<file path="src/rtl/bdpsk_pkg.sv">
// Shared constants and types for the BDPSK encoder/decoder pair.
// Holds the PN7 definition, the checker state encoding and the sample zero level.
package bdpsk_pkg;

    localparam int               PN_W        = 7;
    localparam logic [PN_W-1:0]  PN_TAPS     = 7'b110_0000;   // x^7 + x^6 + 1
    localparam logic [7:0]       ZERO_LEVEL  = 8'h80;
    localparam int               DEFAULT_SPS = 16;

    typedef enum logic [1:0] {
        ST_SEED,
        ST_TRACK,
        ST_LOCKED
    } pn_state_t;

    // Next PN bit predicted from the last PN_W bits (bit 0 = newest).
    function automatic logic pn_predict(input logic [PN_W-1:0] lfsr);
        return ^(lfsr & PN_TAPS);
    endfunction

endpackage

</file>
<file path="src/rtl/bdpsk_pn_checker.sv">
// PN7 checker: seeds from the received bits, tracks until LOCK_CNT matches,
// then free-runs and counts errors; UNLOCK_CNT consecutive misses drop lock.
module bdpsk_pn_checker
    import bdpsk_pkg::*;
#(
    parameter int LOCK_CNT   = 16,
    parameter int UNLOCK_CNT = 4
) (
    input  logic        clk,
    input  logic        reset_n,
    input  logic        i_bit,
    input  logic        i_valid,
    output logic        o_lock,
    output logic [15:0] o_err_count
);

    localparam int SEED_W  = $clog2(PN_W);
    localparam int MATCH_W = $clog2(LOCK_CNT + 1);
    localparam int MISS_W  = $clog2(UNLOCK_CNT + 1);

    pn_state_t          r_state,     w_state_next;
    logic [PN_W-1:0]    r_lfsr,      w_lfsr_next;
    logic [SEED_W-1:0]  r_seed_cnt,  w_seed_next;
    logic [MATCH_W-1:0] r_match_cnt, w_match_next;
    logic [MISS_W-1:0]  r_miss_cnt,  w_miss_next;
    logic [15:0]        r_err_count, w_err_next;
    logic               w_pred;

    always_ff @(posedge clk or negedge reset_n) begin
        if (!reset_n) begin
            r_state     <= ST_SEED;
            r_lfsr      <= '0;
            r_seed_cnt  <= '0;
            r_match_cnt <= '0;
            r_miss_cnt  <= '0;
            r_err_count <= '0;
        end else begin
            // NOTE: state registers use non-blocking assignments so every flop samples pre-edge values.
            r_state     <= w_state_next;
            r_lfsr      <= w_lfsr_next;
            r_seed_cnt  <= w_seed_next;
            r_match_cnt <= w_match_next;
            r_miss_cnt  <= w_miss_next;
            r_err_count <= w_err_next;
        end
    end

    always_comb begin
        // NOTE: every output gets a default first, so no path can leave one unassigned and infer a latch.
        w_state_next = r_state;
        w_lfsr_next  = r_lfsr;
        w_seed_next  = r_seed_cnt;
        w_match_next = r_match_cnt;
        w_miss_next  = r_miss_cnt;
        w_err_next   = r_err_count;
        w_pred       = pn_predict(r_lfsr);

        if (i_valid) begin
            unique case (r_state)
                ST_SEED: begin
                    w_lfsr_next = {r_lfsr[PN_W-2:0], i_bit};
                    if (r_seed_cnt == SEED_W'(PN_W - 1)) begin
                        w_seed_next  = '0;
                        w_match_next = '0;
                        w_state_next = ST_TRACK;
                    end else begin
                        w_seed_next = r_seed_cnt + SEED_W'(1);
                    end
                end
                ST_TRACK: begin
                    if (i_bit == w_pred) begin
                        w_lfsr_next = {r_lfsr[PN_W-2:0], i_bit};
                        if (r_match_cnt == MATCH_W'(LOCK_CNT - 1)) begin
                            w_match_next = '0;
                            w_miss_next  = '0;
                            w_state_next = ST_LOCKED;
                        end else begin
                            w_match_next = r_match_cnt + MATCH_W'(1);
                        end
                    end else begin
                        w_seed_next  = '0;
                        w_match_next = '0;
                        w_state_next = ST_SEED;
                    end
                end
                ST_LOCKED: begin
                    // Received bits are only compared here; the LFSR follows its own prediction.
                    w_lfsr_next = {r_lfsr[PN_W-2:0], w_pred};
                    if (i_bit != w_pred) begin
                        if (r_err_count != 16'hFFFF) w_err_next = r_err_count + 16'd1;
                        if (r_miss_cnt == MISS_W'(UNLOCK_CNT - 1)) begin
                            w_miss_next  = '0;
                            w_seed_next  = '0;
                            w_state_next = ST_SEED;
                        end else begin
                            w_miss_next = r_miss_cnt + MISS_W'(1);
                        end
                    end else begin
                        w_miss_next = '0;
                    end
                end
                default: w_state_next = ST_SEED;
            endcase
        end
    end

    assign o_lock      = (r_state == ST_LOCKED);
    assign o_err_count = r_err_count;

endmodule

</file>
<file path="src/rtl/bdpsk_decoder.sv">
// BDPSK receiver: delay-and-multiply against the previous symbol, integrate
// over the symbol, decide on the sign, and feed the bits to a PN7 checker.
module bdpsk_decoder
    import bdpsk_pkg::*;
#(
    parameter int SPS        = DEFAULT_SPS,
    parameter int ACC_W      = 20,
    parameter int LOCK_CNT   = 16,
    parameter int UNLOCK_CNT = 4
) (
    input  logic        clk,
    input  logic        reset_n,
    input  logic [7:0]  din,
    input  logic        din_valid,
    input  logic        sym_strobe,
    output logic        data_out,
    output logic        data_valid,
    output logic        pn_lock,
    output logic [15:0] err_count
);

    localparam int CNT_W = $clog2(SPS);

    logic [7:0]        r_dline [SPS];
    logic [CNT_W-1:0]  r_wptr;
    logic [CNT_W-1:0]  r_cnt;
    logic              r_ref_valid;

    logic signed [15:0] r_p;
    logic               r_p_valid;
    logic               r_p_first;
    logic               r_p_last;
    logic               r_p_emit;

    logic signed [ACC_W-1:0] r_acc;
    logic                    r_data_out;
    logic                    r_data_valid;

    logic signed [7:0]       w_s;
    logic signed [7:0]       w_d;
    logic signed [15:0]      w_prod;
    logic [CNT_W-1:0]        w_cnt;
    logic                    w_first;
    logic                    w_last;
    logic                    w_realign;
    logic signed [ACC_W-1:0] w_p_ext;
    logic signed [ACC_W-1:0] w_acc_next;
    logic                    w_emit;

    assign w_s       = signed'(din ^ ZERO_LEVEL);
    assign w_d       = signed'(r_dline[r_wptr]);
    assign w_prod    = 16'(w_s) * 16'(w_d);
    assign w_cnt     = sym_strobe ? '0 : r_cnt;
    assign w_first   = (w_cnt == '0);
    assign w_last    = (w_cnt == CNT_W'(SPS - 1));
    assign w_realign = sym_strobe && (r_cnt != '0);

    // Input stage: the delay line is written at the same slot it is read from,
    // so the read value is always exactly SPS accepted samples old.
    always_ff @(posedge clk or negedge reset_n) begin
        if (!reset_n) begin
            // NOTE: the delay line is reset because the reference symbol is defined against a cleared history.
            for (int i = 0; i < SPS; i++) r_dline[i] <= '0;
            r_wptr      <= '0;
            r_cnt       <= '0;
            r_ref_valid <= 1'b0;
            r_p         <= '0;
            r_p_valid   <= 1'b0;
            r_p_first   <= 1'b0;
            r_p_last    <= 1'b0;
            r_p_emit    <= 1'b0;
        end else begin
            r_p_valid <= din_valid;
            if (din_valid) begin
                r_dline[r_wptr] <= w_s;
                r_wptr          <= r_wptr + CNT_W'(1);
                r_cnt           <= w_cnt + CNT_W'(1);
                r_p             <= w_prod;
                r_p_first       <= w_first;
                r_p_last        <= w_last;
                r_p_emit        <= w_last && r_ref_valid;
                if (w_realign)   r_ref_valid <= 1'b0;
                else if (w_last) r_ref_valid <= 1'b1;
            end
        end
    end

    assign w_p_ext    = {{(ACC_W - 16){r_p[15]}}, r_p};
    assign w_acc_next = r_p_first ? w_p_ext : (r_acc + w_p_ext);
    assign w_emit     = r_p_valid && r_p_last && r_p_emit;

    // Integrate and decide in the same stage so the decision uses the final sum.
    always_ff @(posedge clk or negedge reset_n) begin
        if (!reset_n) begin
            r_acc        <= '0;
            r_data_out   <= 1'b0;
            r_data_valid <= 1'b0;
        end else begin
            r_data_valid <= w_emit;
            if (r_p_valid) r_acc <= w_acc_next;
            if (w_emit)    r_data_out <= w_acc_next[ACC_W-1];
        end
    end

    bdpsk_pn_checker #(
        .LOCK_CNT   (LOCK_CNT),
        .UNLOCK_CNT (UNLOCK_CNT)
    ) u_pn_checker (
        .clk         (clk),
        .reset_n     (reset_n),
        .i_bit       (r_data_out),
        .i_valid     (r_data_valid),
        .o_lock      (pn_lock),
        .o_err_count (err_count)
    );

    assign data_out   = r_data_out;
    assign data_valid = r_data_valid;

endmodule

</file>
<file path="config.mk">
export PLATFORM = sky130hd
export DESIGN_NAME = bdpsk_decoder
export DESIGN_NICKNAME = d
export VERILOG_FILES = /design/src/rtl/bdpsk_pkg.sv /design/src/rtl/bdpsk_pn_checker.sv /design/src/rtl/bdpsk_decoder.sv
export SDC_FILE = /design/constraint.sdc
export NUM_CORES = 1
export LEC_CHECK = 0
export CAP_MARGIN = 5
export CORE_UTILIZATION = 45
export CTS_BUF_LIST = sky130_fd_sc_hd__clkbuf_4 sky130_fd_sc_hd__clkbuf_8 sky130_fd_sc_hd__clkbuf_16
export DETAILED_ROUTE_END_ITERATION = 10
export PLACE_DENSITY_LB_ADDON = 0.1
export SLEW_MARGIN = 15
export SYNTH_ARGS = -nofsm -noshare
export SYNTH_HDL_FRONTEND = slang
export SYNTH_SLANG_ARGS = --single-unit
</file>
<file path="constraint.sdc">
create_clock -name clk -period 6.3 [get_ports clk]
set_input_delay 1.575 -clock clk [delete_from_list [all_inputs] [get_ports clk]]
set_output_delay 1.575 -clock clk [all_outputs]
set_load 0.05 [all_outputs]
</file>
==> results_dict.tcl, run 1 <==
set metrics [dict create \
    syn_area_sq_um 13200 \
    syn_nets 1334 \
    regArea_sq_um 5380 \
    yosysSeqAreaShare_pct 40.9 \
    ant_nets 0 \
    synth_ff_type "dfrtp_1" \
    wl_per_cell_um 17.4 \
    synth_seq_cells 215 \
    maxSlewViolCount 0 \
    synth_cell_type_count 66 \
    startpoint "r_wptr[0]" \
    cts.sinks 215 \
    grt_use_total_pct 20.4 \
    holdPathEnd "r_dline[109]" \
    endpoint_kind "register" \
    worstPathArrival_ps 6380 \
    vias 8872 \
    yosys.area.top_type "dfrtp_1" \
    h-tree-depth 1 \
    clkTransAtPathRegs_ps 60 \
    multiInputGateArea_sq_um 7140 \
    setup_violations 0 \
    clockBufferDepth 3 \
    ys_warn_count 0 \
    gr-total-overflow 0 \
    root_buffer "clkbuf_16" \
    r2r-start "r_wptr[0]" \
    globalplace.congestion 0.808 \
    grt_max_degree 97 \
    cp_max_fo 28 \
    rr_endpoint "r_p[15]" \
    dp_hpwl_um 20900 \
    hold_violations 0 \
    ctsHoldBuffers 0 \
    start_util_pct 45.8 \
    die_area_sq_um 29900 \
    yosysTopAreaCellShare_pct 40.9 \
    worstSetupStartpointType "register" \
    rsz0062_at_grt "no" \
    post-cts-setup-buffers 0 \
    synth-edff-count 0 \
    antenna_found_initial 1 \
    synth_common_cells "215 x dfrtp_1, 165 x nand2_1, 107 x inv_1" \
    synth_area_leaders "dfrtp_1 41%, mux2_2 8.8%, fa_1 8.5%" \
    vias_per_cell 5.34 \
    drc_errors 0 \
    ioPinCount 31 \
    utilization_pct 52.2 \
    status "complete, no violations" \
    die_w_um 173 \
    cts_tree "built" \
    reg2reg_depth 18 \
    r2r_slack_ps 320 \
    ys_async_sr_fraction_pct 100 \
    coreArea_sq_um 28700 \
    syn_to_final_growth_pct 13.9 \
    synth.most_common_cell "dfrtp_1" \
    max_freq_mhz 167 \
    final.period_utilization_pct 94.9 \
    crit_type "register to register" \
    required_ps 6700 \
    min_period_ps 5980 \
    drtPass1Iterations 5 \
    first_global_vias 9420 \
    avgSynthCellArea_sq_um 10.9 \
    skew_ps 21.2 \
    post_cts_resized 0 \
    drive_above_1_share_pct 19.7 \
    grt_pass1_wl_um 49500 \
    tightest_slew_ps 1030 \
    port_buffers 30 \
    hold_depth 2 \
    hp-class "register to register" \
    row_count 62 \
    fill_cells 2613 \
    cts_buffers 25 \
    drt_iter0_drc 471 \
    slew_headroom_pct 30.5 \
    routed_wl_um 28900 \
    netlist_instances 1205 \
    clock_latency_ps 530 \
    drv_cap 0 \
    hp-start "r_dline[109]" \
    finalNetCount 1386 \
    die_h_um 173 \
]
[worst max-delay path: stages (launching register included)]
cell and delay, ps:
dfrtp_2 380, buf_12 240, mux4_2 580, mux4_2 610
and2_4 220, fa_1 520, inv_1 70, fa_1 530
inv_1 50, fa_1 530, inv_1 50, fa_1 530
inv_1 40, ha_1 290, or2_2 310, a2111o_1 410
o211ai_1 120, xnor2_1 80, mux2_2 260
[sequential cells by signal (all words and copies together) (netlist names), 2 cells and up]
register                  count
r_acc                        20
u_pn_checker.r_lfsr           7
u_pn_checker.r_state          2
r_dline                     128
u_pn_checker.r_match_cnt      5
r_wptr                        4
u_pn_checker.r_seed_cnt       3
r_cnt                         4
u_pn_checker.o_err_count     16
r_p                          16
u_pn_checker.r_miss_cnt       3
[placed cells by master, fill, tap and decap left out, types with 3 or more instances in the layout]
cell type,count
nand4_1,13
fa_1,56
clkbuf_8,7
nor2_1,41
clkbuf_4,6
buf_4,42
a31o_1,3
dfrtp_1,214
ha_1,61
o21ai_0,54
nand2_1,165
bufinv_16,4
a31oi_1,12
xnor2_1,40
o2111ai_1,3
nor3_1,11
a21oi_1,35
mux2_2,103
and2_1,46
nor2b_1,10
and3_1,10
clkbuf_16,25
o21ai_1,10
a21o_1,13
mux4_2,39
nand2b_1,7
nand3_1,32
xor2_1,9
clkdlybuf4s50_1,28
o211ai_1,4
o221ai_1,6
a21oi_2,3
inv_1,107
[routing by layer]
layer | GRT usage (%) | vias to the layer above | wire length, um | share of wire [%]
met5 | 0 | - | 0 | 0
met4 | 6.38 | 0 | 807 | 2.8
met3 | 2.42 | 54 | 849 | 2.9
met2 | 35.2 | 150 | 14400 | 50
met1 | 26.9 | 4437 | 12900 | 45
li1 | - | 4231 | - | -
[metrics by stage]
step                setup slack, ps  instance area, sq um  cells  hold WS, ps  setup TNS [ps]
CTS                             275                 15000   1660          474               0
floorplan                       275                 13200   1205          441               0
finish                          323                 15000   1661          472               0
detailed placement            -81.6                 14100   1614          460           -81.6
global placement              -52.7                 14100   1614          454           -52.7
global route                   59.3                 15000   1660          494               0
[area by class of cell]
cell class	count	area share (%)
Clock inverter	8	0.985
Tap cell	384	3.21
Antenna cell	1	0.0167
Inverter	109	2.73
Multi-Input combinational cell	832	47.7
Sequential cell	215	35.9
Timing Repair Buffer	74	4.38
Clock buffer	38	5.12
[cell families after synthesis]
| group | Yosys count | synth area share, % |
|---|---|---|
| and+or+nand+nor | 352 | 12.6 |
| AOI/OAI and AO/OA | 168 | 8.26 |
| muxes | 146 | 15.8 |
| xor gates and xnor gates | 49 | 3.26 |
| DFF | 215 | 40.9 |
| adders and majority gates | 117 | 14.3 |
| buffers and inverters | 158 | 4.80 |
[worst max-delay path by stage]
stage                   end  cells past startpoint
global route        r_p[15]                     18
detailed placement  r_p[15]                     17
CTS                 r_p[15]                     18
finish              r_p[15]                     18
floorplan           r_p[15]                     19
global placement    r_p[15]                     17
Power of run 1 is not shown: default switching activity piles up to over one toggle a cycle in this logic, so the estimate is an artifact.
==> inputs of run 2 (changes only) <==
==> constraint.sdc (replaced) <==
create_clock -name clk -period 6.1 [get_ports clk]
set_input_delay 1.525 -clock clk [delete_from_list [all_inputs] [get_ports clk]]
set_output_delay 1.525 -clock clk [all_outputs]
set_load 0.05 [all_outputs]
==> results_dict.tcl, run 2 (synthesis results as in run 1) <==
set metrics [dict create \
    regArea_sq_um 5380 \
    gr-total-overflow 0 \
    cp_max_fo 7 \
    rsz0062_at_grt "no" \
    hp-start "r_p_last" \
    ioPinCount 31 \
    cp_slowest_cell "clkdlybuf4s50_1" \
    ctsHoldBuffers 0 \
    max_freq_mhz 168 \
    grt_max_degree 87 \
    grt_pass1_wl_um 49100 \
    final_common_cell "dfrtp_1" \
    critPathTopFamily "adder cells" \
    cts.sinks 215 \
    syn_to_final_growth_pct 14.7 \
    reg2reg_depth 19 \
    clkTransAtPathRegs_ps 60 \
    vias 8899 \
    drtPass1Iterations 5 \
    first_global_vias 9388 \
    dp_hpwl_um 21000 \
    port_buffers 30 \
    drive_above_1_share_pct 20.8 \
    rr_endpoint "r_p[15]" \
    cts_tree "built" \
    final.period_utilization_pct 97.5 \
    r2r_slack_ps 210 \
    start_util_pct 45.8 \
    slew_headroom_pct 31.7 \
    cp_common_cell "inv_1" \
    clock_latency_ps 530 \
    globalplace.congestion 0.827 \
    grt_use_total_pct 20.4 \
    coreArea_sq_um 28700 \
    worst-path-buf-inv 6 \
    fill_cells 2524 \
    die_area_sq_um 29900 \
    path_cells "clkdlybuf4s50_1 > inv_1 > and2_1 > fa_1 > inv_1 > fa_1 > inv_1 > fa_1 > inv_1 > fa_1 > inv_1 > ha_1 > or2_2 > a2111o_1 > o211ai_1 > xnor2_1 > mux2_2" \
    crit_type "primary input to register" \
    routed_wl_um 28900 \
    skew_ps 14.9 \
    endpoint_kind "register" \
    wl_per_cell_um 17.2 \
    top_register "r_dline" \
    antennaDiodeCount 0 \
    hp-class "register to register" \
    reg_top3 "r_dline: 128 flops, r_acc: 20 flops" \
    maxSlewViolCount 0 \
    tightest_slew_ps 1020 \
    r2r-start "r_wptr[0]" \
    status "complete, no violations" \
    die_w_um 173 \
    worstSetupStartpointType "primary input" \
    clockBufferDepth 3 \
    drt_iter0_drc 468 \
    largest_register_ff_count 128 \
    multiInputGateArea_sq_um 7150 \
    mostFrequentLayoutCells "214 x dfrtp_1, 165 x nand2_1, 107 x inv_1" \
    row_count 62 \
    holdPathEnd "r_p_last" \
    root_buffer "clkbuf_16" \
    drv_cap 0 \
    worstPathArrival_ps 6350 \
    drc_errors 0 \
    min_period_ps 5950 \
    cts_buffers 25 \
    finalNetCount 1407 \
    holdWs_ps 470 \
    required_ps 6510 \
    setup_violations 0 \
    die_h_um 173 \
    hold_violations 0 \
    cp_slowest_stage_delay_ps 660 \
    ant_nets 0 \
    vias_per_cell 5.30 \
    antenna_found_initial 0 \
    h-tree-depth 1 \
    hold_depth 1 \
    crit_cells 17 \
]
## run 2: cell count changes in the layout (fill, tap and decap cells not counted), moves of 2 or more
cell / delta
clkinv_2: +3
buf_12: +3
clkbuf_4: +2
clkbuf_8: -3
bufinv_16: -4
buf_4: +16
inv_6: -2
## run 2: layout make-up
| type | count | area share [%] |
|---|---|---|
| clock buffers | 37 | 4.91 |
| flip-flops and latches | 215 | 35.7 |
| repair buffers | 95 | 5.78 |
| well taps | 384 | 3.19 |
| clock inverters | 7 | 0.348 |
| inverters | 109 | 2.71 |
| multi-input cells | 832 | 47.4 |
## run 2: per-layer routing
layer	track usage (%)	part of all wire, %	vias to the layer above
li1	-	-	4278
met1	26.0	44	4443
met2	36.4	50	125
met3	2.37	2.7	53
met4	6.45	3.1	0
met5	0	0	-
## run 2: metrics by stage
| step | cells | area (sq um) | TNS [ps] | utilization [%] | worst slack, ps |
|---|---|---|---|---|---|
| global placement | 1633 | 14200 | -1060 | 49.6 | -376 |
| detailed placement | 1633 | 14200 | -1240 | 49.6 | -397 |
| global route | 1679 | 15100 | 0 | 52.6 | 4.22 |
| floorplan | 1205 | 13200 | 0 | - | 75.3 |
| CTS | 1677 | 15000 | 0 | 52.4 | 153 |
| finish | 1679 | 15100 | 0 | 52.6 | 154 |
## run 2: how the worst max path moves through the flow
stage	start	to	slack, ps
after global placement	din[7]	r_p[15]	-380
final	din[7]	r_p[15]	150
after global routing	din[7]	r_p[15]	4
after floorplan	r_wptr[1]	r_p[15]	80
after CTS	r_wptr[0]	r_p[15]	150
after detailed placement	din[7]	r_p[15]	-400
## run 2: repair_timing
action	in CTS	in global routing
endpoints found under the setup margin	0	4
setup buffers	0	1
resized for setup	0	2
Power of run 2 is left out for the same reason.
==> inputs of run 3 (changes only) <==
--- a/config.mk
+++ b/config.mk
@@ -6,6 +6,7 @@
 export NUM_CORES = 1
 export LEC_CHECK = 0
 export CAP_MARGIN = 5
+export CORE_MARGIN = 2
 export CORE_UTILIZATION = 45
 export CTS_BUF_LIST = sky130_fd_sc_hd__clkbuf_4 sky130_fd_sc_hd__clkbuf_8 sky130_fd_sc_hd__clkbuf_16
 export DETAILED_ROUTE_END_ITERATION = 10
==> results_dict.tcl, run 3 (synthesis results as in run 1) <==
set metrics [dict create \
    status "complete, no violations" \
    fill_cells 2587 \
    cts.sinks 215 \
    reg_top3 "r_dline: 128 flops, r_acc: 20 flops" \
    drt_iter0_drc 506 \
    hp-class "register to register" \
    place_inst 1629 \
    utilization_pct 52.1 \
    post_cts_resized 0 \
    cts_tree "built" \
    antenna_found_initial 1 \
    gr-total-overflow 0 \
    clkTransAtPathRegs_ps 60 \
    first_global_vias 9242 \
    grt_pass1_wl_um 48700 \
    r2r-start "r_wptr[0]" \
    port_buffers 30 \
    root_buffer "clkbuf_16" \
    final_common_cell "dfrtp_1" \
    row_count 62 \
    drc_errors 0 \
    setup_violations 0 \
    drtPass1Iterations 5 \
    grt_max_degree 112 \
    endpoint_kind "register" \
    min_period_ps 5860 \
    ioPinCount 31 \
    syn_to_final_growth_pct 14.1 \
    final.period_utilization_pct 96.1 \
    finalNetCount 1401 \
    cp_slowest_cell "mux4_2" \
    die_w_um 175 \
    crit_type "register to register" \
    antennaDiodeCount 0 \
    vias_per_cell 5.35 \
    coreArea_sq_um 28800 \
    rsz0062_at_grt "no" \
    post-cts-setup-buffers 0 \
    vias 8926 \
    stdcell_area_sq_um 15000 \
    hp-start "r_dline[101]" \
    globalplace.congestion 0.761 \
    cp_slowest_stage_delay_ps 570 \
    required_ps 6520 \
    mostFrequentLayoutCells "214 x dfrtp_1, 165 x nand2_1, 107 x inv_1" \
    wl_per_cell_um 17.5 \
    fin_cells 1668 \
    cts_buffers 25 \
    dp_hpwl_um 20800 \
    worstPathArrival_ps 6290 \
    routed_wl_um 29300 \
    ant_nets 0 \
    maxSlewViolCount 0 \
    cp_max_fo 22 \
    drv_cap 0 \
    slew_headroom_pct 31.8 \
    h-tree-depth 1 \
    grt_use_total_pct 20.0 \
    die_h_um 175 \
    clock_latency_ps 540 \
    skew_ps 21.0 \
    path_cells "buf_12 > mux4_2 > mux4_2 > and2_1 > fa_1 > inv_1 > fa_1 > inv_1 > fa_1 > inv_1 > fa_1 > inv_1 > ha_1 > or2_2 > a2111o_1 > o211ai_1 > xnor2_1 > mux2_2" \
    tightest_slew_ps 1020 \
    startpoint "r_wptr[0]" \
    max_freq_mhz 171 \
    worstSetupStartpointType "register" \
    ctsHoldBuffers 0 \
    placed_cell_area_sq_um 14200 \
    drive_above_1_share_pct 20.3 \
    hold_violations 0 \
    start_util_pct 45.7 \
    largest_register_ff_count 128 \
    top_register "r_dline" \
    clockBufferDepth 3 \
    die_area_sq_um 30600 \
]
## run 3: cell types whose count changed in the layout (fill, tap and decap cells not counted), sizes merged
cell      previous run  this run
buf                 66        61
clkbuf              38        34
clkinv               5         3
bufinv               0         1
clkinvlp             1         0
## run 3: final timing paths
path                                          endpoint  slack (ps)  depth (start not counted)
max reg2reg                                    r_p[15]         240                         18
min                                       r_dline[101]         470                          2
max in group asynchronous                    r_wptr[0]        3900                          2
min reg2reg                               r_dline[101]         470                          2
max                                            r_p[15]         240                         18
min in group asynchronous  u_pn_checker.r_match_cnt[1]        1060                          1
## run 3: cell type report
type | count | area [sq um] | share of cell area (%)
Inverter | 109 | 409 | 2.73
Clock inverter | 5 | 65.1 | 0.434
Tap cell | 384 | 480 | 3.20
Timing Repair Buffer | 89 | 793 | 5.29
Clock buffer | 34 | 724 | 4.83
Sequential cell | 215 | 5380 | 35.9
Multi-Input combinational cell | 832 | 7150 | 47.7
## run 3: critical path: cells and delay by family (launching register included)
| family | cells | cell delay [ps] |
|---|---|---|
| adder cells (fa/ha/maj) | 5 | 2430 |
| multiplexers | 3 | 1330 |
| AO/OA/AOI/OAI | 2 | 520 |
| AND/OR/NAND/NOR | 2 | 510 |
| buffers and inverters | 5 | 450 |
| flip-flops | 1 | 410 |
| XOR/XNOR | 1 | 80 |
## run 3: through the flow
step | TNS, ps | hold WS [ps] | worst slack [ps]
global placement | -254 | 455 | -177
floorplan | 0 | 441 | 75.3
finish | 0 | 470 | 236
global route | 0 | 496 | 10.1
detailed placement | -401 | 457 | -206
CTS | 0 | 472 | 177
## run 3: per-layer routing
layer  part of all wire (%)  track usage, %  up-vias
met3                    3.8            2.55       48
met2                     50            35.8      162
li1                       -               -     4261
met5                  0.044               0        -
met4                    2.1            4.79        2
met1                     44            25.7     4453
Power of run 3 is left out for the same reason.
